**src/rtl/ixc_drive_lt.sv**
```systemverilog
// ixc_drive_lt: buffered value driver.
// Incoming sample words are queued in a DEPTH-entry FIFO. Each step strobe pops
// the head word onto the registered output ov. A step that finds the buffer
// empty leaves ov unchanged and raises a one-cycle underrun pulse.
// Optional feature: define IXC_DRIVE_LT_UNDERRUN_CNT_EN to add a 16-bit
// saturating underrun event counter (underrun_cnt).

module ixc_drive_lt #(
    parameter int unsigned       WIDTH     = 1,
    parameter int unsigned       DEPTH     = 4,
    parameter logic [WIDTH-1:0]  RESET_VAL = '0
) (
    input  logic                       fclk,
    input  logic                       frst_n,
    input  logic                       in_valid,
    input  logic [WIDTH-1:0]           in_data,
    output logic                       in_ready,
    input  logic                       step,
    output logic [WIDTH-1:0]           ov,
    output logic                       underrun,
`ifdef IXC_DRIVE_LT_UNDERRUN_CNT_EN
    output logic [15:0]                underrun_cnt,
`endif
    output logic [$clog2(DEPTH):0]     level
);

    localparam int unsigned AW = $clog2(DEPTH);
    localparam int unsigned LW = AW + 1;
    localparam logic [LW-1:0] FULL_LEVEL = LW'(DEPTH);

    logic [WIDTH-1:0] mem [DEPTH];
    logic [AW-1:0]    wptr_q, wptr_d;
    logic [AW-1:0]    rptr_q, rptr_d;
    logic [LW-1:0]    level_q, level_d;
    logic [WIDTH-1:0] ov_q, ov_d;
    logic             underrun_q, underrun_d;

    logic             empty;
    logic             push;
    logic             pop;

    assign empty    = (level_q == '0);
    // Ready is a function of fill level and reset only, never of step.
    assign in_ready = (level_q != FULL_LEVEL) && frst_n;
    assign push     = in_valid && in_ready;
    // A step against an empty buffer never bypasses a same-cycle push.
    assign pop      = step && !empty;

    // Next-state computation for pointers, level, output value and underrun flag.
    always_comb begin
        wptr_d     = wptr_q;
        rptr_d     = rptr_q;
        level_d    = level_q;
        ov_d       = ov_q;
        underrun_d = 1'b0;

        if (push) begin
            wptr_d = wptr_q + AW'(1);
        end

        if (pop) begin
            rptr_d = rptr_q + AW'(1);
            ov_d   = mem[rptr_q];
        end else if (step) begin
            underrun_d = 1'b1;
        end

        unique case ({push, pop})
            2'b10:   level_d = level_q + LW'(1);
            2'b01:   level_d = level_q - LW'(1);
            default: level_d = level_q;
        endcase
    end

    // Control state; synchronous active-low reset discards all buffered words.
    always_ff @(posedge fclk) begin
        if (!frst_n) begin
            wptr_q     <= '0;
            rptr_q     <= '0;
            level_q    <= '0;
            ov_q       <= RESET_VAL;
            underrun_q <= 1'b0;
        end else begin
            wptr_q     <= wptr_d;
            rptr_q     <= rptr_d;
            level_q    <= level_d;
            ov_q       <= ov_d;
            underrun_q <= underrun_d;
        end
    end

    // Buffer storage write; contents are left unreset since level gates reads.
    always_ff @(posedge fclk) begin
        if (push) begin
            mem[wptr_q] <= in_data;
        end
    end

`ifdef IXC_DRIVE_LT_UNDERRUN_CNT_EN
    logic [15:0] underrun_cnt_q;

    // Saturating count of underrun events.
    always_ff @(posedge fclk) begin
        if (!frst_n) begin
            underrun_cnt_q <= '0;
        end else if (underrun_d && (underrun_cnt_q != 16'hFFFF)) begin
            underrun_cnt_q <= underrun_cnt_q + 16'd1;
        end
    end

    assign underrun_cnt = underrun_cnt_q;
`endif

    assign ov       = ov_q;
    assign underrun = underrun_q;
    assign level    = level_q;

endmodule

```
**config.mk**
```make
export PLATFORM = sky130hd
export DESIGN_NAME = ixc_drive_lt
export DESIGN_NICKNAME = d
export VERILOG_FILES = /design/src/rtl/ixc_drive_lt.sv
export SDC_FILE = /design/constraint.sdc
export NUM_CORES = 1
export LEC_CHECK = 0
export ABC_AREA = 1
export BUFFER_PORTS_ARGS = -buffer_cell sky130_fd_sc_hd__buf_2
export CAP_MARGIN = 25
export CELL_PAD_IN_SITES_DETAIL_PLACEMENT = 1
export CELL_PAD_IN_SITES_GLOBAL_PLACEMENT = 2
export CORE_MARGIN = 1
export CORE_UTILIZATION = 33
export CTS_CLUSTER_DIAMETER = 200
export CTS_CLUSTER_SIZE = 12
export DETAILED_ROUTE_END_ITERATION = 16
export GPL_ROUTABILITY_DRIVEN = 1
export GPL_TIMING_DRIVEN = 0
export PLACE_DENSITY = 0.86
export SLEW_MARGIN = 40
export SYNTH_ARGS = -nofsm -noshare
export SYNTH_HDL_FRONTEND = slang
export SYNTH_SLANG_ARGS = --single-unit
```
**constraint.sdc**
```tcl
create_clock -name fclk -period 2.37 [get_ports fclk]
set_input_delay 0.3555 -clock fclk [delete_from_list [all_inputs] [get_ports fclk]]
set_output_delay 0.3555 -clock fclk [all_outputs]
set_load 0.01 [all_outputs]
```
Yosys cells after proc, flatten, opt, wreduce, memory -nomap -nowiden
Memories as Yosys holds them, arrays and structs flattened. A register that Yosys moved wholly into a read port is not among the register bits.
Index checks and enable logic that the tools add are counted.
{ "classes": {"n_addsub": 4, "n_eq_ne": 3, "muxes": 4, "bitwise_logic": 1, "reduce_logical": 8} }
{ "ops": {"columns": ["operator", "n"], "rows": [
  ["3-bit case mux with 2 select lines", 1],
  ["2-bit by 1-bit adder with 2-bit output (second input constant)", 2],
  ["3-bit by 1-bit adder with 3-bit output (second input constant)", 1],
  ["1-bit logical AND", 3],
  ["3-bit logical NOT", 1],
  ["1-bit two-way mux", 3],
  ["3-bit != test (second input constant)", 1],
  ["3-bit by 1-bit subtractor with 3-bit output (second input constant)", 1],
  ["2-bit by 1-bit == test with 1-bit output (second input constant)", 1],
  ["2-bit == test (second input constant)", 1],
  ["1-bit logical NOT", 2],
  ["2-bit nonzero test", 1],
  ["2-bit OR reduction", 1],
  ["1-bit NOT", 1]
]} }
{ "totals": {"ff_bits": 8, "mem_bits_rw": 4, "input_bits": 5, "output_inout_bits": 6, "elab_cells": 25, "n_memories": 1} }
{ "mem_list": {"columns": ["memory", "words", "width", "read_ports", "rd_clocked_by_memory_dff", "write_ports", "line", "rtl"], "rows": [
  ["mem", 4, 1, 1, 1, 1, "31", "logic [WIDTH-1:0] mem [DEPTH];"]
]} }

Depth between registers and ports, before layout
{ "depth": {"ltp_word": 5, "ltp_mapped": 13, "mapped_depth_nobuf": 13} }

Worst setup path after synthesis
No wires, ideal clock.
{ "synth_timing": {"path_type": "register to register", "start": "register level_q[0], in the netlist level[0]", "end": "register level_q[2], in the netlist level[2]", "setup_time_ns": 0.113, "arrival_ns": 1.577, "t_required_ns": 2.257, "slack_ns": 0.680, "stages_incl_launch_ff": 14, "n_path_buf": 0, "period_less_slack_ns": 1.690, "path_cell_list": "dfxtp_1 > nor2_4 > nand2_2 > nand2_4 > inv_2 > ha_1 > inv_1 > fa_1 > inv_1 > nand2_1 > nand3_1 > nand2_1 > nand2_1 > nor2_1"} }
{ "synth_via": {"elab_chain_cells": 5, "word_cells_on_any_way": 12, "classes_between": "2 x add/sub; 3 x eq/ne; 1 x mux; 6 x reduce/logical"} }
{ "synth_lines": {"columns": ["element", "line", "rtl"], "rows": [
  ["from (decl)", "34", "logic [LW-1:0] level_q, level_d;"],
  ["from (signal assigned)", "86", "level_q <= level_d;"],
  ["3-bit logical NOT (*)", "42", "assign empty = (level_q == '0);"],
  ["1-bit logical NOT (*)", "47", "assign pop = step && !empty;"],
  ["1-bit logical AND (*)", "47", null],
  ["named net pop", "40", "logic pop;"],
  ["2-bit by 1-bit == test with 1-bit output or 2-bit == test (tied branches)", "68", "unique case ({push, pop})"],
  ["3-bit case mux with 2 select lines or 2-bit nonzero test (tied branches)", null, null]
]} }
The timed path passes the listed nets; every way through them passes the cells marked *.
A chain may end at the register's enable or synchronous reset.

Final worst setup path
Ends and elaborated chain as after synthesis.

==> impl_metrics.toml <==
[die]
io_pins = 11
initial_core_util = 0.360
design.core.area_um2 = 2020
die_area_um2 = 2390
die_w_um = 48.9
fp.dieH_um = 48.9
num_rows = 16

[grt]
grt_use_total = 0.130
grt_max_degree = 11
grt_pass1_wl_mm = 2.31
gr-total-overflow = 0
antenna_found_initial = 0
grt_pass1_vias = 566

[pwr]
seqPwrFrac = 0.421
power_density_nw_per_um2 = 919
p_leak_uw = 0.000417
p_comb_frac = 0.404
power_switching_uw = 310
vdd.ir_drop.worst_mv = 0.492
swShare = 0.403
p_int_uw = 459
pwr-share-clk = 0.175

[placement]
dpl.cell_count = 129
dpl.hpwl_mm = 1.07
io_buffers = 10
gp_congestion = 0.686
dp_worst_setup_slack_ns = 0.548

[synthesis]
avgSynthCellArea_um2 = 7.90
syn_inst = 92
ys_types = 19
synthesis.nets = 103
ys_ff_latch = 13
seq_area_frac_synth = 0.413
yosys_warnings = 0
syn-cell-area_um2 = 727

[cts]
cts_resized = 0
htreeDepth = 1
clockBufferDepth = 2
cts_buffers = 3
clockRootBuffer = "clkbuf_4"
clock_latency_ns = 0.27
postCtsHoldBufs = 0
tritoncts = "yes"
postCtsSetupRepairBufs = 0
clock_sinks = 13
clkTransAtPathRegs_ns = 0.08

[sta]
slew_headroom = 0.857
clock_skew_ns = 0.00387
grt_setup_unrepaired = "no"
setup_viol = 0
hold_viol_final = 0
worstMarginPinSlew_ns = 0.213
finalCritPeriodShare = 0.767
period_needed_ns = 1.82
timing.setup.tns_ns = 0
layout_setup_ws_ns = 0.553
drv_slew = 0
max_freq_mhz = 550

[hold_path]
hp-class = "primary input to flip-flop"

[setup_path]
start_kind = "flip-flop"
criticalPathCategory = "flip-flop to flip-flop"
arrival_ns = 1.99
cp.required_ns = 2.54
worstSetupEndpointType = "flip-flop"
path_max_fanout = 5

[finish]
drive_gt1_frac = 0.245
fill_cells = 268
antennaDiodeCount = 0
final_cells = 133
area_growth_pct = 15.1
seqCellArea_um2 = 300
nets = 118
multi_input_area_um2 = 333

[drt]
via_per_inst = 4.27
vias = 568
drc_errors = 0
totalWireLength_mm = 1.32
drtIter0Drc = 7
postRouteAntennaNets = 0
wl_per_cell_um = 9.90
firstDrtPassIters = 2

[run_status]
outcome = "finished, final reports clean"

[job]
cap_viol_max_count = 0
## routing by layer
metal,share of wire,global-route usage,up-vias
met3,0.035,0.0343,2
met5,0,0,-
li1,-,-,305
met1,0.47,0.147,255
met2,0.49,0.227,6
met4,0.011,0.0588,0
## cell usage in the layout (no fill, tap or decap), drive strengths merged
cell and count:
inv 22, nor2 13, o21ai 3, ha 5
buf 11, nand2 22, fa 1, nand4 1
clkbuf 4, dfxtp 9, a21oi 4, edfxtp 4
nand3 7
## cell families after synthesis
family / Yosys count / share of synthesized area
AO/OA/AOI/OAI: 7 / 0.0585
AND/OR/NAND/NOR: 43 / 0.286
flip-flops: 13 / 0.413
buffers and inverters: 23 / 0.129
adder cells (fa/ha/maj): 6 / 0.114
## layout make-up
type,count,share of cell area
well taps,27,0.0404
clock buffers,4,0.0314
inverters,22,0.0987
multi-input cells,56,0.398
plain buffers,1,0.0135
flip-flops and latches,13,0.359
repair buffers,10,0.0598
## path summary, 6_finish.rpt
check | startpoint | to | slack (ns) | cells past startpoint
setup / recovery | level[0] | level[2] | 0.55 | 13
hold / removal | in_data | mem[3] | 0.30 | 1
setup reg to reg | level[0] | level[2] | 0.55 | 13
hold reg to reg | rptr_q[1] | rptr_q[1] | 0.51 | 2
## cell usage after synthesis, drive strengths merged
cell | instances | area, µm²
a21oi | 4 | 27.5
nand2 | 22 | 97.6
buf | 1 | 11.3
edfxtp | 4 | 120
nand3 | 7 | 47.6
inv | 22 | 82.6
fa | 1 | 20.0
dfxtp | 9 | 180
ha | 5 | 62.6
nand4 | 1 | 6.26
o21ai | 3 | 15.0
nor2 | 13 | 56.3
## state kept, by name, summed over array words and instances (netlist names)
name,cells
level,3
mem,4
ov,1
rptr_q,2
underrun,1
wptr_q,2
## power groups by stage
stage | Sequential, µW | Combinational (µW) | Clock [µW]
2_1_floorplan | 338 | 217 | 0
3_3_place_gp | 326 | 304 | 0
3_5_place_dp | 331 | 316 | 0
4_1_cts | 326 | 320 | 142
5_1_grt | 334 | 356 | 156
6_report | 324 | 311 | 134
## per-stage QoR
| stage | area (µm²) | total power [µW] | util | hold WS [ns] |
|---|---|---|---|---|
| after global placement | 811 | 630 | 0.401 | 0.492 |
| final | 837 | 769 | 0.414 | 0.304 |
| after floorplan | 727 | 555 | - | 0.454 |
| after global routing | 837 | 846 | 0.414 | 0.303 |
| after CTS | 837 | 788 | 0.414 | 0.300 |
| after detailed placement | 811 | 648 | 0.401 | 0.500 |
## worst max-delay path, stage by stage, from the launching register on
cell     delay [ns]
dfxtp_1        0.44
nor2_4         0.08
nand2_2        0.10
nand2_4        0.08
inv_2          0.06
ha_1           0.17
inv_1          0.07
fa_1           0.38
inv_1          0.07
nand2_1        0.04
nand3_1        0.08
nand2_1        0.06
nand2_1        0.06
nor2_1         0.03
Power figures use the tool's default switching activity.
